--- src/rtl/pic8259_pkg.sv ---
// Shared 8259A control-state encodings and helpers used by the INTA sequencer
// and the cascade-signal logic.
package pic8259_pkg;

    typedef enum logic [1:0] {
        CTL_IDLE = 2'd0,
        CTL_ACK1 = 2'd1,
        CTL_ACK2 = 2'd2,
        CTL_ACK3 = 2'd3
    } control_state_t;

    localparam logic [7:0] CALL_OPCODE = 8'hCD;

    // One-hot level to its number; an empty vector is a spurious request and reports level 7.
    function automatic logic [2:0] bit2num(input logic [7:0] onehot);
        logic [2:0] num;
        num = 3'd7;
        for (int unsigned i = 0; i < 8; i++) begin
            if (onehot[i]) begin
                num = 3'(i);
            end
        end
        return num;
    endfunction

endpackage

--- src/rtl/interrupt_ack_sequencer_inta_edge_sync.sv ---
// Two-flop synchroniser for the asynchronous INTA strobe followed by a
// registered edge detector producing single-cycle fall/rise strobes.
module inta_edge_sync (
    input  logic clock,
    input  logic reset_n,
    input  logic inta_n,
    output logic inta_low,
    output logic fall,
    output logic rise
);

    logic sync_meta;
    logic sync_inta_n;
    logic prev_inta_n;

    always_ff @(posedge clock or negedge reset_n) begin
        if (!reset_n) begin
            sync_meta   <= 1'b1;
            sync_inta_n <= 1'b1;
            prev_inta_n <= 1'b1;
        end else begin
            sync_meta   <= inta_n;
            sync_inta_n <= sync_meta;
            prev_inta_n <= sync_inta_n;
        end
    end

    assign inta_low = ~sync_inta_n;
    assign fall     = prev_inta_n & ~sync_inta_n;
    assign rise     = ~prev_inta_n & sync_inta_n;

endmodule

--- src/rtl/interrupt_ack_sequencer.sv ---
// 8259A interrupt-acknowledge sequencer: walks IDLE/ACK1/ACK2/ACK3 on the
// synchronised INTA strobe and drives the CALL/vector bytes onto the bus.
module interrupt_ack_sequencer
    import pic8259_pkg::*;
(
    input  logic       clock,
    input  logic       reset_n,
    input  logic       inta_n,
    input  logic       init_command,
    input  logic       x86_mode,
    input  logic       auto_eoi_config,
    input  logic       call_interval_4,
    input  logic [7:0] vector_base,
    input  logic [2:0] address_low,
    input  logic [7:0] highest_request,
    input  logic       cascade_output_ack_2_3,
    output logic [1:0] control_state,
    output logic [7:0] acknowledge_interrupt,
    output logic       freeze,
    output logic       latch_in_service,
    output logic       end_of_acknowledge,
    output logic       auto_eoi_pulse,
    output logic [7:0] data_out,
    output logic       data_out_enable
);

    logic inta_low;
    logic fall;
    logic rise;

    inta_edge_sync u_inta_edge_sync (
        .clock    (clock),
        .reset_n  (reset_n),
        .inta_n   (inta_n),
        .inta_low (inta_low),
        .fall     (fall),
        .rise     (rise)
    );

    control_state_t state;
    control_state_t state_next;
    logic [7:0]     ack_next;
    logic           enter_ack;
    logic           leave_ack;
    logic [2:0]     level;
    logic           byte_defined;
    logic [7:0]     byte_value;
    logic           drive;

    always_comb begin
        state_next = state;
        ack_next   = acknowledge_interrupt;
        enter_ack  = 1'b0;
        leave_ack  = 1'b0;
        if (init_command) begin
            state_next = CTL_IDLE;
            ack_next   = '0;
        end else begin
            case (state)
                CTL_IDLE: begin
                    if (fall) begin
                        state_next = CTL_ACK1;
                        ack_next   = highest_request;
                        enter_ack  = 1'b1;
                    end
                end
                CTL_ACK1: begin
                    if (rise) begin
                        state_next = CTL_ACK2;
                    end
                end
                CTL_ACK2: begin
                    if (rise) begin
                        state_next = x86_mode ? CTL_IDLE : CTL_ACK3;
                        leave_ack  = x86_mode;
                    end
                end
                default: begin
                    if (rise) begin
                        state_next = CTL_IDLE;
                        leave_ack  = 1'b1;
                    end
                end
            endcase
        end

        // Bus byte is chosen from the phase being entered so it appears with the state change.
        level        = bit2num(ack_next);
        byte_defined = 1'b0;
        byte_value   = '0;
        case (state_next)
            CTL_ACK1: begin
                if (!x86_mode) begin
                    byte_defined = 1'b1;
                    byte_value   = CALL_OPCODE;
                end
            end
            CTL_ACK2: begin
                byte_defined = 1'b1;
                if (x86_mode) begin
                    byte_value = {vector_base[7:3], level};
                end else if (call_interval_4) begin
                    byte_value = {address_low, level, 2'b00};
                end else begin
                    byte_value = {address_low[2:1], level, 3'b000};
                end
            end
            CTL_ACK3: begin
                byte_defined = 1'b1;
                byte_value   = vector_base;
            end
            default: begin
                byte_defined = 1'b0;
            end
        endcase

        drive = inta_low & byte_defined & cascade_output_ack_2_3;
    end

    always_ff @(posedge clock or negedge reset_n) begin
        if (!reset_n) begin
            state                 <= CTL_IDLE;
            acknowledge_interrupt <= '0;
            freeze                <= 1'b0;
            latch_in_service      <= 1'b0;
            end_of_acknowledge    <= 1'b0;
            auto_eoi_pulse        <= 1'b0;
            data_out              <= '0;
            data_out_enable       <= 1'b0;
        end else begin
            state                 <= state_next;
            acknowledge_interrupt <= ack_next;
            latch_in_service      <= enter_ack;
            end_of_acknowledge    <= leave_ack;
            auto_eoi_pulse        <= leave_ack & auto_eoi_config;
            data_out_enable       <= drive;
            data_out              <= drive ? byte_value : '0;
            if (init_command || leave_ack) begin
                freeze <= 1'b0;
            end else if (enter_ack) begin
                freeze <= 1'b1;
            end
        end
    end

    assign control_state = state;

    a_bus_quiet_when_disabled : assert property (
        @(posedge clock) disable iff (!reset_n) data_out_enable || (data_out == '0));

    a_aeoi_with_eoa : assert property (
        @(posedge clock) disable iff (!reset_n) !auto_eoi_pulse || end_of_acknowledge);

    a_pulses_exclusive : assert property (
        @(posedge clock) disable iff (!reset_n) !(latch_in_service && end_of_acknowledge));

endmodule

--- config.mk ---
export PLATFORM = sky130hd
export DESIGN_NAME = interrupt_ack_sequencer
export DESIGN_NICKNAME = d
export VERILOG_FILES = /design/src/rtl/pic8259_pkg.sv /design/src/rtl/interrupt_ack_sequencer_inta_edge_sync.sv /design/src/rtl/interrupt_ack_sequencer.sv
export SDC_FILE = /design/constraint.sdc
export NUM_CORES = 1
export LEC_CHECK = 0
export ABC_AREA = 1
export BUFFER_PORTS_ARGS = -buffer_cell sky130_fd_sc_hd__buf_2
export CORE_MARGIN = 5
export CORE_UTILIZATION = 44
export CTS_CLUSTER_SIZE = 20
export DETAILED_ROUTE_END_ITERATION = 16
export GPL_TIMING_DRIVEN = 0
export PLACE_DENSITY = 0.75
export SYNTH_ARGS = -nofsm -noshare
export SYNTH_HDL_FRONTEND = slang
export SYNTH_SLANG_ARGS = --single-unit
--- constraint.sdc ---
create_clock -name clock -period 1.8 [get_ports clock]
set_clock_uncertainty 0.15 [all_clocks]
set_input_delay 0.27 -clock clock [delete_from_list [all_inputs] [get_ports clock]]
set_output_delay 0.27 -clock clock [all_outputs]
set_load 0.1 [all_outputs]
==> results.sh, run 1 <==
export IMPL_slew_headroom=0.6127
export IMPL_drive_above_1_share=0.5193
export IMPL_ys_ff_latch=26
export IMPL_dp_cells=260
export IMPL_slowest_stage="dfstp_2"
export IMPL_crit_path_frequent_cell="nand2_4"
export IMPL_fp_dieH_um=66.39
export IMPL_maxCapViolCount=0
export IMPL_synth_edf_count=0
export IMPL_p_leak_nw=1.089
export IMPL_htree_levels=1
export IMPL_failed_checks="negative setup slack"
export IMPL_endpoint_kind="register"
export IMPL_drt_initial_drc_count=69
export IMPL_grt_overflow=0
export IMPL_cp_required_ns=1.87
export IMPL_async_reset_ff_frac=1.000
export IMPL_routed_wl_um=3428
export IMPL_startpoint_type="register"
export IMPL_numCtsBuffers=3
export IMPL_clk_insertion_delay_late_ns=0.33
export IMPL_crit_chain="inv_2 > nor2_4 > nand2_4 > or2_1 > nand3_2 > nand2_4 > nor3_4 > inv_1 > nand3_1 > a31oi_2"
export IMPL_drc_errors=0
export IMPL_first_pass_iters=4
export IMPL_clockBufferDepth=2
export IMPL_fillCellCount=271
export IMPL_final_cell_mix="50 x buf_2, 35 x nand2_1, 23 x inv_1"
export IMPL_initial_core_util=0.4582
export IMPL_grt_pass1_wl_um=5637
export IMPL_cts_sinks=26
export IMPL_stdcell_area_mm2=0.001919
export IMPL_rsz0062_at_grt="yes"
export IMPL_grt_max_degree=27
export IMPL_synth_seq_area_share=0.4678
export IMPL_min_period_ns=2.066
export IMPL_critPathMaxStageDelay_ns=0.57
export IMPL_postRouteAntennaNets=0
export IMPL_setup_viol=9
export IMPL_portBuffers=49
export IMPL_cts_tree="built"
export IMPL_fin_ws_ns=-0.2655
export IMPL_nets=261
export IMPL_fin_crit_sh=1.148
export IMPL_grt_use_total=0.1648
export IMPL_syn_inst=167
export IMPL_io_pins=50
export IMPL_cts_root_buf="clkbuf_4"
export IMPL_crit_arrival_ns=2.13
export IMPL_hold_viol_final=0
export IMPL_pwr_density_cell_mw_per_mm2=711.0
export IMPL_cp_max_fo=5
export IMPL_grt_pass1_vias=1289
export IMPL_final_common_cell="buf_2"
export IMPL_power_mw=1.365
export IMPL_dp_hpwl_um=2450
export IMPL_regArea_um2=669.4
export IMPL_synth_cell_types=27
export IMPL_wl_per_cell_um=12.38
export IMPL_n_antenna_cell=0
export IMPL_synth_area_per_cell_um2=8.376
export IMPL_fp_row_count=20
export IMPL_num_vias=1286
export IMPL_coreArea_mm2=0.003053
export IMPL_worst_setup_path_type="reg2reg"
export IMPL_slew_violations=0
export IMPL_syn_num_nets=194
export IMPL_hp_class="in2reg"
export IMPL_via_per_inst=4.643
export IMPL_path_clk_slew_ns=0.14
export IMPL_ys_warn_count=0
export IMPL_status="complete, but fails checks"
export IMPL_layout_cells_non_filler=277
export IMPL_max_clock_freq_mhz=484.1
export IMPL_multi_input_area_um2=680.7
export IMPL_whs_ns=0.01611
export IMPL_synth_area_mm2=0.001399
export IMPL_synth_main_ff_cell="dfrtp_1"
export IMPL_die_width_um=66.39
export IMPL_dieArea_mm2=0.004407
export IMPL_antenna_found_initial=0
export IMPL_vdd_drop_max_uv=492.9
export IMPL_syn_to_final_growth_pct=37.21
export IMPL_worstMarginPinSlew_ns=0.5810
export IMPL_pre_cts_slack_ns=-0.2531
export IMPL_place_congestion=0.7739
export IMPL_dpl_cell_area_mm2=0.001723
-- registers in the layout, summed over array words and instances, names as in the netlist --
signal and count:
auto_eoi_pulse 1, u_inta_edge_sync.sync_inta_n 1, end_of_acknowledge 1, freeze 1
control_state 2, u_inta_edge_sync.sync_meta 1, u_inta_edge_sync.prev_inta_n 1, data_out_enable 1
acknowledge_interrupt 8, latch_in_service 1, data_out 8
-- layer usage --
| layer | routed length, um | track usage | up-vias |
|---|---|---|---|
| met1 | 1440 | 0.2030 | 604 |
| met3 | 157 | 0.03231 | 5 |
| met2 | 1788 | 0.2900 | 27 |
| li1 | - | - | 650 |
| met5 | 0 | 0 | - |
| met4 | 42 | 0.04569 | 0 |
-- kinds of logic after synthesis --
| group | after synthesis | share of synthesized area |
|---|---|---|
| buffers and inverters | 34 | 0.09659 |
| flip-flops | 26 | 0.4678 |
| AO/OA/AOI/OAI | 21 | 0.08766 |
| AND/OR/NAND/NOR | 86 | 0.3479 |
-- cell type report --
cell class	count	area share
plain buffers	1	0.002608
clock buffers	4	0.01890
inverters	33	0.06780
multi-input cells	108	0.3546
well taps	44	0.02868
flip-flops and latches	26	0.3488
repair buffers	61	0.1786
-- metrics by stage --
step	TNS, ns	utilization
floorplan	-0.5959	-
global placement	-1.060	0.5643
detailed placement	-1.450	0.5643
CTS	-1.695	0.6045
global route	-3.000	0.6287
finish	-1.866	0.6287
-- cell usage after synthesis (2+ instances only) --
cell / n / area, um^2
a21oi_1: 8 / 40.04
a21oi_2: 2 / 17.52
a31oi_1: 2 / 12.51
dfrtp_1: 23 / 575.6
dfstp_2: 3 / 78.83
inv_1: 24 / 90.09
inv_2: 6 / 22.52
inv_4: 2 / 12.51
nand2_1: 38 / 142.6
nand2_2: 4 / 25.02
nand2_4: 4 / 45.04
nand3_1: 12 / 60.06
nand3_2: 2 / 20.02
nand3_4: 2 / 35.03
nor2_1: 8 / 30.03
nor2_2: 2 / 12.51
nor2_4: 4 / 45.04
o21ai_0: 2 / 10.01
o21ai_1: 6 / 30.03
or2_1: 6 / 37.54
-- report_power, final --
part / leakage [nW] / internal (mW) / switching [mW]
registers: 0.334 / 0.612 / 0.0145
clock network: 0.0210 / 0.124 / 0.173
logic: 0.734 / 0.124 / 0.316
total: 1.09 / 0.860 / 0.504
-- path summary, 6_finish.rpt --
kind | startpoint | end | slack [ns] | depth (start not counted)
setup reg to reg | u_inta_edge_sync.prev_inta_n | data_out[4] | -0.27 | 10
hold reg to reg | u_inta_edge_sync.sync_meta | u_inta_edge_sync.sync_inta_n | 0.22 | 0
max in group asynchronous | reset_n | control_state[1] | 0.76 | 2
min in group asynchronous | reset_n | latch_in_service | 0.31 | 2
hold / removal | vector_base[1] | data_out[1] | 0.02 | 3
setup / recovery | u_inta_edge_sync.prev_inta_n | data_out[4] | -0.27 | 10
-- worst max-delay path: cells and delay by family (launching register included) --
family | cells | cell delay [ns]
buffers and inverters | 2 | 0.14
and+or+nand+nor | 7 | 1.02
DFF | 1 | 0.57
AOI/OAI and AO/OA | 1 | 0.08
-- what timing repair did --
item | in CTS | in global routing
cloned | 1 | 0
gates resized for setup | 4 | 11
hold buffers | 3 | 0
endpoints found under the hold margin | 26 | 0
buffers inserted | 5 | 4
setup endpoints to repair | 9 | 9
pin swaps | 9 | 5
(Power assumes the default switching activity.)
==> run 2: changes to the inputs <==
--- a/config.mk
+++ b/config.mk
@@ -16,3 +16,4 @@
 export SYNTH_ARGS = -nofsm -noshare
 export SYNTH_HDL_FRONTEND = slang
 export SYNTH_SLANG_ARGS = --single-unit
+export TNS_END_PERCENT = 50
==> results.sh, run 2 (synthesis gave the netlist of run 1 again) <==
export IMPL_htree_levels=1
export IMPL_met1_length_um=1401
export IMPL_rsz0062_at_grt="yes"
export IMPL_final_cell_mix="50 x buf_2, 35 x nand2_1, 22 x inv_1"
export IMPL_dpl_cell_area_mm2=0.001723
export IMPL_setup_viol=9
export IMPL_min_period_ns=2.048
export IMPL_via_per_inst=4.699
export IMPL_clk_insertion_delay_late_ns=0.32
export IMPL_grt_pass1_vias=1294
export IMPL_num_vias=1297
export IMPL_hold_end="data_out[1]"
export IMPL_status="complete, but fails checks"
export IMPL_grt_use_total=0.1645
export IMPL_initial_core_util=0.4582
export IMPL_nets=260
export IMPL_grt_pass1_wl_um=5616
export IMPL_failed_checks="negative setup slack"
export IMPL_wl_per_cell_um=12.38
export IMPL_cp_required_ns=1.92
export IMPL_cts_tree="built"
export IMPL_top_layer="met4"
export IMPL_hold_viol_final=0
export IMPL_rr_endpoint="data_out[3]"
export IMPL_cts_sinks=26
export IMPL_detailroute_wirelength_met3_um=160
export IMPL_dieArea_mm2=0.004407
export IMPL_first_pass_iters=4
export IMPL_path_clk_slew_ns=0.14
export IMPL_fp_row_count=20
export IMPL_io_pins=50
export IMPL_fp_dieH_um=66.39
export IMPL_grt_max_degree=27
export IMPL_startpoint_type="register"
export IMPL_numCtsBuffers=3
export IMPL_drt_initial_drc_count=58
export IMPL_postRouteAntennaNets=0
export IMPL_r2r_slack_ns=-0.25
export IMPL_r2r_start="u_inta_edge_sync.prev_inta_n"
export IMPL_pre_cts_slack_ns=-0.2531
export IMPL_place_congestion=0.7739
export IMPL_pwr_density_cell_mw_per_mm2=707.9
export IMPL_worstMarginPinSlew_ns=0.5580
export IMPL_vdd_drop_max_uv=414.6
export IMPL_wl_met2_um=1797
export IMPL_pwr_share_clk=0.219
export IMPL_drc_errors=0
export IMPL_fin_ws_ns=-0.2481
export IMPL_syn_to_final_growth_pct=38.37
export IMPL_worst_setup_path_type="reg2reg"
export IMPL_drive_above_1_share=0.5302
export IMPL_hp_class="in2reg"
export IMPL_utilization=0.6340
export IMPL_p_leak_nw=1.093
export IMPL_p_sw_mw=0.5097
export IMPL_fin_crit_sh=1.138
export IMPL_endpoint_kind="register"
export IMPL_dp_hpwl_um=2450
export IMPL_n_antenna_cell=0
export IMPL_p_comb_frac=0.323
export IMPL_r2r_cells=17
export IMPL_slew_headroom=0.6280
export IMPL_maxCapViolCount=0
export IMPL_coreArea_mm2=0.003053
export IMPL_routed_wl_um=3418
export IMPL_slew_violations=0
export IMPL_cts_root_buf="clkbuf_4"
export IMPL_worstHoldStart="vector_base[1]"
export IMPL_portBuffers=49
export IMPL_die_width_um=66.39
export IMPL_final_common_cell="buf_2"
export IMPL_min_path_cells=3
export IMPL_stdcell_area_mm2=0.001936
export IMPL_grt_overflow=0
export IMPL_crit_arrival_ns=2.17
export IMPL_antenna_found_initial=0
export IMPL_p_int_mw=0.8606
export IMPL_clockBufferDepth=2
export IMPL_cp_max_fo=4
export IMPL_p_seq_frac=0.457
export IMPL_max_clock_freq_mhz=488.3
export IMPL_p_sw_frac=0.3720
run 2: area by class of cell:
class / instances / area [um^2]
plain buffers: 1 / 5.005
clock buffers: 4 / 36.28
well taps: 44 / 55.05
fillers: 270 / 1117
inverters: 33 / 130.1
multi-input cells: 108 / 691.9
repair buffers: 60 / 347.8
flip-flops and latches: 26 / 669.4
run 2: power groups by stage:
stage                     Clock (mW)  Combinational (mW)  Sequential [mW]
after floorplan                    0               0.150            0.778
after global placement             0               0.379            0.637
after detailed placement           0               0.385            0.638
after CTS                      0.303               0.413            0.627
after global routing           0.340               0.474            0.630
final                          0.300               0.443            0.627
run 2: timing repair:
item	4_1_cts	5_1_grt
gates cloned	1	0
setup endpoints to repair	9	9
pin swaps	9	9
resized for setup	4	16
setup buffers	5	3
hold buffers	3	0
hold endpoints to repair	26	0
run 2: critical path, cell delays in order, from the launching register on:
cell and delay (ns):
dfstp_2 0.57, inv_2 0.05, nor2_4 0.14, buf_12 0.13, nand3_1 0.09, nand2_1 0.13, nor2_2 0.07, nand2_1 0.06
nand2_1 0.04, nand2_1 0.05, nand2_1 0.04, nand2_1 0.06, nand2_1 0.06, nand2_2 0.08, nand2_1 0.05, nand2_1 0.06
nand2_1 0.06, a21oi_2 0.11
run 2: routing by layer:
metal	vias up	global-route usage
met4	0	0.04569
met5	-	0
li1	645	-
met2	31	0.2900
met1	615	0.2019
met3	6	0.03231
run 2: worst max-delay path by stage:
stage / cells after the start / start / slack, ns / endpoint
final: 17 / u_inta_edge_sync.prev_inta_n / -0.25 / data_out[3]
after global routing: 17 / u_inta_edge_sync.prev_inta_n / -0.37 / data_out[3]
after CTS: 11 / u_inta_edge_sync.prev_inta_n / -0.22 / data_out[2]
after detailed placement: 10 / u_inta_edge_sync.prev_inta_n / -0.25 / data_out[2]
after global placement: 10 / u_inta_edge_sync.prev_inta_n / -0.21 / data_out[2]
after floorplan: 9 / control_state[0] / -0.16 / data_out[2]
run 2: stage by stage:
step | hold WS [ns] | instances | total power, mW | setup TNS, ns
finish | 0.01951 | 276 | 1.370 | -1.979
global route | 0.003970 | 276 | 1.445 | -3.045
CTS | 0.01921 | 273 | 1.342 | -1.695
detailed placement | 0.1517 | 260 | 1.023 | -1.450
global placement | 0.1431 | 260 | 1.016 | -1.060
floorplan | -0.1756 | 167 | 0.9285 | -0.5959
==> run 3: changes to the inputs <==
--- a/config.mk
+++ b/config.mk
@@ -11,8 +11,10 @@
 export CORE_UTILIZATION = 44
 export CTS_CLUSTER_SIZE = 20
 export DETAILED_ROUTE_END_ITERATION = 16
+export GPL_ROUTABILITY_DRIVEN = 0
 export GPL_TIMING_DRIVEN = 0
 export PLACE_DENSITY = 0.75
+export SLEW_MARGIN = 30
 export SYNTH_ARGS = -nofsm -noshare
 export SYNTH_HDL_FRONTEND = slang
 export SYNTH_SLANG_ARGS = --single-unit
==> constraint.sdc (replaced) <==
create_clock -name clock -period 1.7 [get_ports clock]
set_clock_uncertainty 0.15 [all_clocks]
set_input_delay 0.255 -clock clock [delete_from_list [all_inputs] [get_ports clock]]
set_output_delay 0.255 -clock clock [all_outputs]
set_load 0.1 [all_outputs]
==> results.sh, run 3 (synthesis gave the netlist of run 1 again) <==
export IMPL_status="complete, but fails checks"
export IMPL_failed_checks="design-rule violations, negative setup slack"
export IMPL_fp_row_count=20
export IMPL_wl_per_cell_um=11.36
export IMPL_cp_max_fo=7
export IMPL_initial_core_util=0.4582
export IMPL_die_width_um=66.39
export IMPL_first_pass_iters=10
export IMPL_postRouteAntennaNets=0
export IMPL_drive_above_1_share=0.5325
export IMPL_clockBufferDepth=2
export IMPL_power_mw=1.446
export IMPL_cp_required_ns=1.81
export IMPL_cts_tree="built"
export IMPL_setup_viol=10
export IMPL_p_leak_nw=1.084
export IMPL_vdd_drop_max_uv=658.4
export IMPL_startpoint_type="register"
export IMPL_dieArea_mm2=0.004407
export IMPL_n_antenna_cell=0
export IMPL_rsz0062_at_grt="yes"
export IMPL_worstMarginPinSlew_ns=0.5614
export IMPL_routed_wl_um=3124
export IMPL_fp_dieH_um=66.39
export IMPL_hold_viol_final=0
export IMPL_pwr_density_cell_mw_per_mm2=750.6
export IMPL_dp_hpwl_um=2333
export IMPL_drc_errors=2
export IMPL_fin_crit_sh=1.200
export IMPL_numCtsBuffers=3
export IMPL_grt_max_degree=27
export IMPL_antenna_found_initial=0
export IMPL_clk_insertion_delay_late_ns=0.31
export IMPL_path_clk_slew_ns=0.14
export IMPL_endpoint_kind="register"
export IMPL_cts_root_buf="clkbuf_4"
export IMPL_grt_use_total=0.1499
export IMPL_htree_levels=1
export IMPL_grt_pass1_wl_um=5147
export IMPL_maxCapViolCount=0
export IMPL_grt_pass1_vias=1214
export IMPL_slew_headroom=0.6257
export IMPL_num_vias=1269
export IMPL_crit_arrival_ns=2.15
export IMPL_slew_violations=0
export IMPL_gr_usage_met3=0.02721
export IMPL_nets=259
export IMPL_hp_class="in2reg"
export IMPL_grt_overflow=0
export IMPL_final_cell_mix="50 x buf_2, 29 x nand2_1, 23 x inv_1"
export IMPL_top_usage_layer="met2"
export IMPL_final_common_cell="buf_2"
export IMPL_via_per_inst=4.615
export IMPL_worst_setup_path_type="reg2reg"
export IMPL_syn_to_final_growth_pct=37.75
export IMPL_fin_setup_tns_ns=-2.460
export IMPL_grtUsageMet2=0.2714
export IMPL_coreArea_mm2=0.003053
export IMPL_max_clock_freq_mhz=490.1
export IMPL_cts_sinks=26
export IMPL_io_pins=50
export IMPL_pre_cts_slack_ns=-0.3404
export IMPL_min_period_ns=2.040
export IMPL_fin_ws_ns=-0.3404
export IMPL_portBuffers=49
export IMPL_met1_usage=0.1850
export IMPL_drt_initial_drc_count=25
==> run 3: worst paths after layout <==
| check | startpoint | to | slack (ns) | cells past startpoint |
|---|---|---|---|---|
| worst max register to register | u_inta_edge_sync.prev_inta_n | data_out[3] | -0.34 | 14 |
| max in group asynchronous | reset_n | control_state[1] | 0.68 | 2 |
| worst min register to register | u_inta_edge_sync.sync_meta | u_inta_edge_sync.sync_inta_n | 0.22 | 0 |
| min in group asynchronous | reset_n | latch_in_service | 0.30 | 2 |
| worst min-delay path | vector_base[1] | data_out[1] | 0.02 | 3 |
| worst max-delay path | u_inta_edge_sync.prev_inta_n | data_out[3] | -0.34 | 14 |
==> run 3: critical path: stages (launching register included) <==
cell and delay, ns:
dfstp_2 0.57, inv_2 0.05, nor2_4 0.16, nand2_4 0.10, inv_4 0.09, or2_1 0.11
nand3_2 0.11, buf_6 0.15, nand2_2 0.05, nand2_2 0.05, nand2_2 0.10, nand2_2 0.06
nand2_2 0.06, nand2_2 0.05, a21oi_2 0.12
==> run 3: metrics by stage <==
step                      cells  cell area, um^2  hold WS [ns]    util
final                       275             1927       0.02304  0.6311
after global routing        275             1927       0.01488  0.6311
after CTS                   272             1853       0.02231  0.6070
after detailed placement    260             1729        0.1279  0.5664
after global placement      260             1729        0.1310  0.5664
after floorplan             167             1429       -0.1906       -
==> run 3: power by group <==
part / switching, mW / internal, mW
registers: 0.0155 / 0.648
clock network: 0.181 / 0.131
logic: 0.336 / 0.135
total: 0.532 / 0.914
==> run 3: final cells by class <==
cell class | count | area [um^2]
timing repair buffer | 59 | 335.3
inverter | 33 | 133.9
fill | 275 | 1126
clock buffer | 4 | 36.28
tap | 44 | 55.05
multi-input combinational | 108 | 691.9
buffer | 1 | 5.005
sequential | 26 | 669.4
==> run 3: timing repair <==
action,4_1_cts,5_1_grt
pin swaps,10,16
endpoints found under the hold margin,26,0
endpoints found under the setup margin,9,9
gates cloned,1,0
gates resized for setup,7,14
hold buffers,3,0
buffers inserted,4,3
==> run 3: routing by layer <==
| layer | up-vias | part of all wire |
|---|---|---|
| met2 | 17 | 0.54 |
| met5 | - | 0 |
| li1 | 649 | - |
| met4 | 0 | 0.0093 |
| met3 | 4 | 0.029 |
| met1 | 599 | 0.42 |
